## src/rtl/bcd_pkg.sv

```systemverilog
// Shared constants, FSM encoding and digit helpers for the digit-serial BCD adder.
package bcd_pkg;
  localparam int DIGIT_W = 4;

  typedef enum logic [1:0] {
    ST_IDLE = 2'd0,
    ST_RUN  = 2'd1,
    ST_DONE = 2'd2
  } state_t;

  // Nines complement of a BCD digit. Inputs above 9 wrap, but such operands
  // are flagged as errors and their result is discarded.
  function automatic logic [DIGIT_W-1:0] nines(input logic [DIGIT_W-1:0] d);
    return 4'd9 - d;
  endfunction
endpackage

```

## src/rtl/bcd_serial_adder_if.sv

```systemverilog
// Request/response bundle between a client and the digit-serial BCD adder.
interface bcd_serial_adder_if
  import bcd_pkg::*;
#(
  parameter int DIGITS = 4
);
  logic                      start;
  logic                      sub;
  logic                      cin;
  logic [DIGIT_W*DIGITS-1:0] a;
  logic [DIGIT_W*DIGITS-1:0] b;
  logic                      busy;
  logic                      done;
  logic [DIGIT_W*DIGITS-1:0] sum;
  logic                      cout;
  logic                      err;

  modport master (output start, sub, cin, a, b,
                  input  busy, done, sum, cout, err);
  modport slave  (input  start, sub, cin, a, b,
                  output busy, done, sum, cout, err);
endinterface

```

## src/rtl/bcd_digit_adder.sv

```systemverilog
// One-digit BCD add with carry: s = (a+b+ci) mod 10, co = (a+b+ci) > 9.
module bcd_digit_adder
  import bcd_pkg::*;
(
  input  logic [DIGIT_W-1:0] i_a,
  input  logic [DIGIT_W-1:0] i_b,
  input  logic               i_ci,
  output logic [DIGIT_W-1:0] o_s,
  output logic               o_co
);
  logic [DIGIT_W:0] w_t;
  logic [DIGIT_W:0] w_tm;

  // Binary sum then decimal correction when the digit overflows 9.
  always_comb begin
    w_t  = {1'b0, i_a} + {1'b0, i_b} + {{DIGIT_W{1'b0}}, i_ci};
    w_tm = w_t - 5'd10;
    if (w_t > 5'd9) begin
      o_s  = w_tm[DIGIT_W-1:0];
      o_co = 1'b1;
    end else begin
      o_s  = w_t[DIGIT_W-1:0];
      o_co = 1'b0;
    end
  end
endmodule

```

## src/rtl/bcd_serial_adder.sv

```systemverilog
// Digit-serial BCD adder/subtractor: one digit per clock, LSD first, with
// start/busy/done handshake and invalid-digit detection.
module bcd_serial_adder
  import bcd_pkg::*;
#(
  parameter int DIGITS = 4
)(
  input  logic clk,
  input  logic rst_n,
  bcd_serial_adder_if.slave bus
);
  localparam int IDX_W = (DIGITS > 1) ? $clog2(DIGITS) : 1;

  state_t                          r_state;
  logic [IDX_W-1:0]                r_idx;
  logic [DIGITS-1:0][DIGIT_W-1:0]  r_a, r_b, r_work, r_sum;
  logic                            r_sub, r_carry, r_errw;
  logic                            r_cout, r_err, r_busy, r_done;

  logic [DIGITS-1:0][DIGIT_W-1:0]  w_in_a, w_in_b, w_work_nx;
  logic [DIGIT_W-1:0]              w_bb, w_ds;
  logic                            w_dc, w_bad, w_last;

  assign w_in_a = bus.a;
  assign w_in_b = bus.b;

  // Any non-decimal digit in either operand at the moment of acceptance.
  always_comb begin
    w_bad = 1'b0;
    for (int i = 0; i < DIGITS; i++)
      if (w_in_a[i] > 4'd9 || w_in_b[i] > 4'd9) w_bad = 1'b1;
  end

  // Subtract is done as a + nines(b) + ~borrow; the final carry inverts to borrow.
  assign w_bb   = r_sub ? nines(r_b[r_idx]) : r_b[r_idx];
  assign w_last = (r_idx == IDX_W'(DIGITS - 1));

  bcd_digit_adder u_dig (
    .i_a  (r_a[r_idx]),
    .i_b  (w_bb),
    .i_ci (r_carry),
    .o_s  (w_ds),
    .o_co (w_dc)
  );

  // Working value with the current digit merged, so the commit includes the MSD.
  always_comb begin
    w_work_nx        = r_work;
    w_work_nx[r_idx] = w_ds;
  end

  // Control FSM plus operand, working and result registers.
  always_ff @(posedge clk) begin
    if (!rst_n) begin
      r_state <= ST_IDLE;
      r_idx   <= '0;
      r_a     <= '0;
      r_b     <= '0;
      r_work  <= '0;
      r_sum   <= '0;
      r_sub   <= 1'b0;
      r_carry <= 1'b0;
      r_errw  <= 1'b0;
      r_cout  <= 1'b0;
      r_err   <= 1'b0;
      r_busy  <= 1'b0;
      r_done  <= 1'b0;
    end else begin
      case (r_state)
        ST_IDLE: begin
          r_done <= 1'b0;
          if (bus.start) begin
            r_a     <= w_in_a;
            r_b     <= w_in_b;
            r_sub   <= bus.sub;
            r_carry <= bus.sub ? ~bus.cin : bus.cin;
            r_errw  <= w_bad;
            r_idx   <= '0;
            r_work  <= '0;
            r_busy  <= 1'b1;
            r_state <= ST_RUN;
          end
        end
        ST_RUN: begin
          r_work  <= w_work_nx;
          r_carry <= w_dc;
          if (w_last) begin
            r_busy  <= 1'b0;
            r_done  <= 1'b1;
            r_sum   <= r_errw ? '0 : w_work_nx;
            r_cout  <= r_errw ? 1'b0 : (r_sub ? ~w_dc : w_dc);
            r_err   <= r_errw;
            r_state <= ST_DONE;
          end else begin
            r_idx <= r_idx + IDX_W'(1);
          end
        end
        ST_DONE: begin
          r_done  <= 1'b0;
          r_state <= ST_IDLE;
        end
        default: r_state <= ST_IDLE;
      endcase
    end
  end

  assign bus.busy = r_busy;
  assign bus.done = r_done;
  assign bus.sum  = r_sum;
  assign bus.cout = r_cout;
  assign bus.err  = r_err;
endmodule

```

## src/flat_wrapper.sv

```systemverilog
// flat-port wrapper written by rule: the top's interface ports become plain ports
module bcd_serial_adder_flat import bcd_pkg::*;
#(
  parameter int DIGITS = 4
)
  (clk, rst_n, bus_start, bus_sub, bus_cin, bus_a, bus_b, bus_busy, bus_done, bus_sum, bus_cout, bus_err);
  bcd_serial_adder_if #(.DIGITS(DIGITS)) bus_i ();
  input  logic clk;
  input  logic rst_n;
  input wire logic [$bits(bus_i.start)-1:0] bus_start;
  input wire logic [$bits(bus_i.sub)-1:0] bus_sub;
  input wire logic [$bits(bus_i.cin)-1:0] bus_cin;
  input wire logic [$bits(bus_i.a)-1:0] bus_a;
  input wire logic [$bits(bus_i.b)-1:0] bus_b;
  output wire logic [$bits(bus_i.busy)-1:0] bus_busy;
  output wire logic [$bits(bus_i.done)-1:0] bus_done;
  output wire logic [$bits(bus_i.sum)-1:0] bus_sum;
  output wire logic [$bits(bus_i.cout)-1:0] bus_cout;
  output wire logic [$bits(bus_i.err)-1:0] bus_err;
  assign bus_i.start = bus_start;
  assign bus_i.sub = bus_sub;
  assign bus_i.cin = bus_cin;
  assign bus_i.a = bus_a;
  assign bus_i.b = bus_b;
  assign bus_busy = bus_i.busy;
  assign bus_done = bus_i.done;
  assign bus_sum = bus_i.sum;
  assign bus_cout = bus_i.cout;
  assign bus_err = bus_i.err;
  bcd_serial_adder #(.DIGITS(DIGITS)) u_core (.clk(clk), .rst_n(rst_n), .bus(bus_i));
endmodule
```

## config.mk

```make
export PLATFORM = sky130hd
export DESIGN_NAME = bcd_serial_adder_flat
export DESIGN_NICKNAME = d
export VERILOG_FILES = /design/src/rtl/bcd_pkg.sv /design/src/rtl/bcd_serial_adder_if.sv /design/src/rtl/bcd_digit_adder.sv /design/src/rtl/bcd_serial_adder.sv /design/src/flat_wrapper.sv
export SDC_FILE = /design/constraint.sdc
export NUM_CORES = 1
export LEC_CHECK = 0
export CORE_MARGIN = 4
export CORE_UTILIZATION = 60
export CTS_BUF_LIST = sky130_fd_sc_hd__clkbuf_16
export DETAILED_ROUTE_END_ITERATION = 8
export DONT_BUFFER_PORTS = 1
export GPL_TIMING_DRIVEN = 0
export PLACE_DENSITY = 0.85
export SLEW_MARGIN = 20
export SYNTH_ARGS = -nofsm -noshare
export SYNTH_HDL_FRONTEND = slang
export SYNTH_SLANG_ARGS = --single-unit
```

## constraint.sdc

```tcl
create_clock -name clk -period 9.3 [get_ports clk]
set_input_delay 1.86 -clock clk [delete_from_list [all_inputs] [get_ports clk]]
set_output_delay 1.86 -clock clk [all_outputs]
set_load 0.005 [all_outputs]
```

==> flow_summary.json <==
{
  "status": "finished, final reports clean",
  "placed_area_sq_um": 3390,
  "syn_inst": 355,
  "fin_nets": 414,
  "critPathBufInv": 3,
  "initial_utilization_pct": 63.4,
  "hold_viol_final": 0,
  "place_congestion": 0.824,
  "final_cell_area_sq_um": 3700,
  "num_rows": 26,
  "crit_family": "adder cells",
  "setup_tns_ns": 0,
  "grt.busiest_layer": "met2",
  "critPathLaunch": "u_core.r_idx[0]$_SDFFE_PN0P_",
  "relSlewSlack_pct": 55.0,
  "syn-cell-area_sq_um": 3300,
  "synth.top_cell.area_share_pct": 43.1,
  "worst_slew_pin_slew_ns": 0.675,
  "setup.worst_path.start_class": "flip-flop",
  "ys_ff_latch": 71,
  "arrival_ns": 4.29,
  "dieArea_sq_um": 6750,
  "slowest_stage": "fa_1",
  "worst_path_largest_cell_delay_ns": 0.62,
  "track_usage_pct": 26.1,
  "maxCapViolCount": 0,
  "htreeDepth": 3,
  "leakagePower_uw": 0.00137,
  "die_height_microns": 82.2,
  "wl_per_cell_microns": 18.0,
  "post_cts_resized": 0,
  "clock_path_buffers": 2,
  "synth_area_leaders": "dfxtp_1, nand2_1, a21boi_0",
  "portBuffers": 0,
  "io_pins": 57,
  "vias_per_cell": 6.09,
  "post-place-cells": 425,
  "synthesis.nets": 403,
  "clk-insertion-delay-late_ns": 0.33,
  "drc": 0,
  "finClkSkew_ns": 0.00469,
  "worstSetupEndpointType": "flip-flop",
  "hold_buffers": 0,
  "drtIter0Drc": 151,
  "min_period_ns": 4.07,
  "instances_no_fill": 441,
  "synthArstFlopShare_pct": 0,
  "grt_pass1_vias": 2719,
  "min_from": "u_core.r_a[12]$_SDFFE_PN0P_",
  "slew_violations": 0,
  "core_sq_um": 5200,
  "cts.sinks": 71,
  "seq_area_frac_synth_pct": 43.1,
  "whs_ns": 0.465,
  "synthFlopType": "dfxtp_1",
  "grt_pass1_wl_mm": 13.3,
  "gr-usage-met2_pct": 43.7,
  "antenna_left": 0,
  "fin_crit_sh_pct": 43.8,
  "yosysWarnings": 0,
  "cp_max_fo": 10,
  "layout_common_cells": "nand2_1, dfxtp_1, a21boi_0",
  "use_met3_pct": 6.51,
  "vias": 2686,
  "grt_overflow_total": 0,
  "antenna_found_initial": 0,
  "synth_cell_types": 40,
  "min_path_type": "flip-flop to flip-flop",
  "power_density_nw_per_um2": 219,
  "required_ns": 9.52,
  "drtPass1Iterations": 4,
  "numCtsBuffers": 9,
  "yosys.area.top_type": "dfxtp_1",
  "synth-edff-count": 0,
  "dp_hpwl_mm": 5.81,
  "area_delta_synth_final_pct": 12.1,
  "path_class": "flip-flop to flip-flop",
  "fmaxAchievable_mhz": 246,
  "rsz0062_at_grt": "no",
  "die_w_microns": 82.2,
  "post_cts_buffers": 0,
  "wl_mm": 7.95,
  "finalPower_uw": 811,
  "root_buffer": "clkbuf_16",
  "grt_max_degree": 13,
  "syn-mean-instance-area_sq_um": 9.30,
  "setup_violations": 0,
  "cts_tree": "built",
  "nFillCells": 404,
  "diodes": 0,
  "worstPathCellList": "buf_2, mux4_2, xnor2_1, fa_1, inv_1, fa_1, inv_1, ha_1, a22o_1, o31a_4, mux2i_2, a32o_1",
  "grtUsageMet1_pct": 32.3,
  "r2r_start": "u_core.r_idx[0]$_SDFFE_PN0P_",
  "vdd_drop_max_v": 0.000160,
  "clk_pin_slew_ns": 0.06,
  "drive_above_1_share_pct": 11.1,
  "final_common_cell": "nand2_1"
}
[logic make-up (layout without fill, tap and decap cells)]
family	Yosys count	in the layout	share of synthesized area, %
xor gates and xnor gates	6	6	2.16
adders and majority gates	11	11	4.62
muxes	10	10	6.33
buffers and inverters	34	50	4.13
and+or+nand+nor	120	120	16.2
AOI/OAI and AO/OA	103	103	23.5
DFF	71	71	43.1
[where the power goes]
part           switching, uW  total, uW  internal [uW]
clock network            128        360            232
logic                   74.7        125           50.3
registers               8.71        326            317
total                    211        811            600
[layer usage]
layer  share of wire (%)  up-vias
li1                    -     1277
met1                  41     1296
met2                  50      101
met3                 8.0       12
met4                 1.0        0
met5                   0        -
[cell type report]
type	count	area [sq um]	share of cell area (%)
plain buffers	23	95.1	2.57
well taps	70	87.6	2.37
inverters	11	41.3	1.12
clock inverters	7	87.6	2.37
clock buffers	9	225	6.09
multi-input cells	250	1740	47.1
flip-flops and latches	71	1420	38.4
[worst min-delay path: stages (launching register included)]
cell and delay, ns:
dfxtp_1 0.31, nand2_1 0.05, a21boi_0 0.06
[path summary, 6_finish.rpt]
kind,to,slack (ns),cells after the start
worst max-delay path,u_core.r_work[2]$_SDFFE_PN0P_,5.23,12
worst min-delay path,u_core.r_a[12]$_SDFFE_PN0P_,0.47,2
worst max register to register,u_core.r_work[2]$_SDFFE_PN0P_,5.23,12
worst min register to register,u_core.r_a[12]$_SDFFE_PN0P_,0.47,2
[stage by stage]
| step | setup slack (ns) | util, % |
|---|---|---|
| 2_1_floorplan | 5.68 | - |
| 3_3_place_gp | 5.39 | 65.1 |
| 3_5_place_dp | 5.27 | 65.1 |
| 4_1_cts | 5.21 | 71.1 |
| 5_1_grt | 5.02 | 71.1 |
| 6_report | 5.23 | 71.1 |
[registers in the layout, indices dropped and copies added, names as in the netlist]
| name | flops |
|---|---|
| u_core.bus.sum | 16 |
| u_core.r_a | 16 |
| u_core.r_b | 16 |
| u_core.r_work | 12 |
| u_core.r_idx | 2 |
| u_core.r_state | 2 |
| u_core.bus.busy | 1 |
| u_core.bus.cout | 1 |
| u_core.bus.done | 1 |
| u_core.bus.err | 1 |
| u_core.r_carry | 1 |
| u_core.r_errw | 1 |
| u_core.r_sub | 1 |
[cells in the mapped netlist, types with 8 or more instances]
master	number
nor2b_1	8
a32o_1	15
nand2_1	78
clkbuf_1	20
a21boi_0	36
inv_1	11
a21oi_1	9
ha_1	9
mux4_2	8
dfxtp_1	71
o21ai_0	19
No activity file was read; power rests on OpenSTA's default activity.
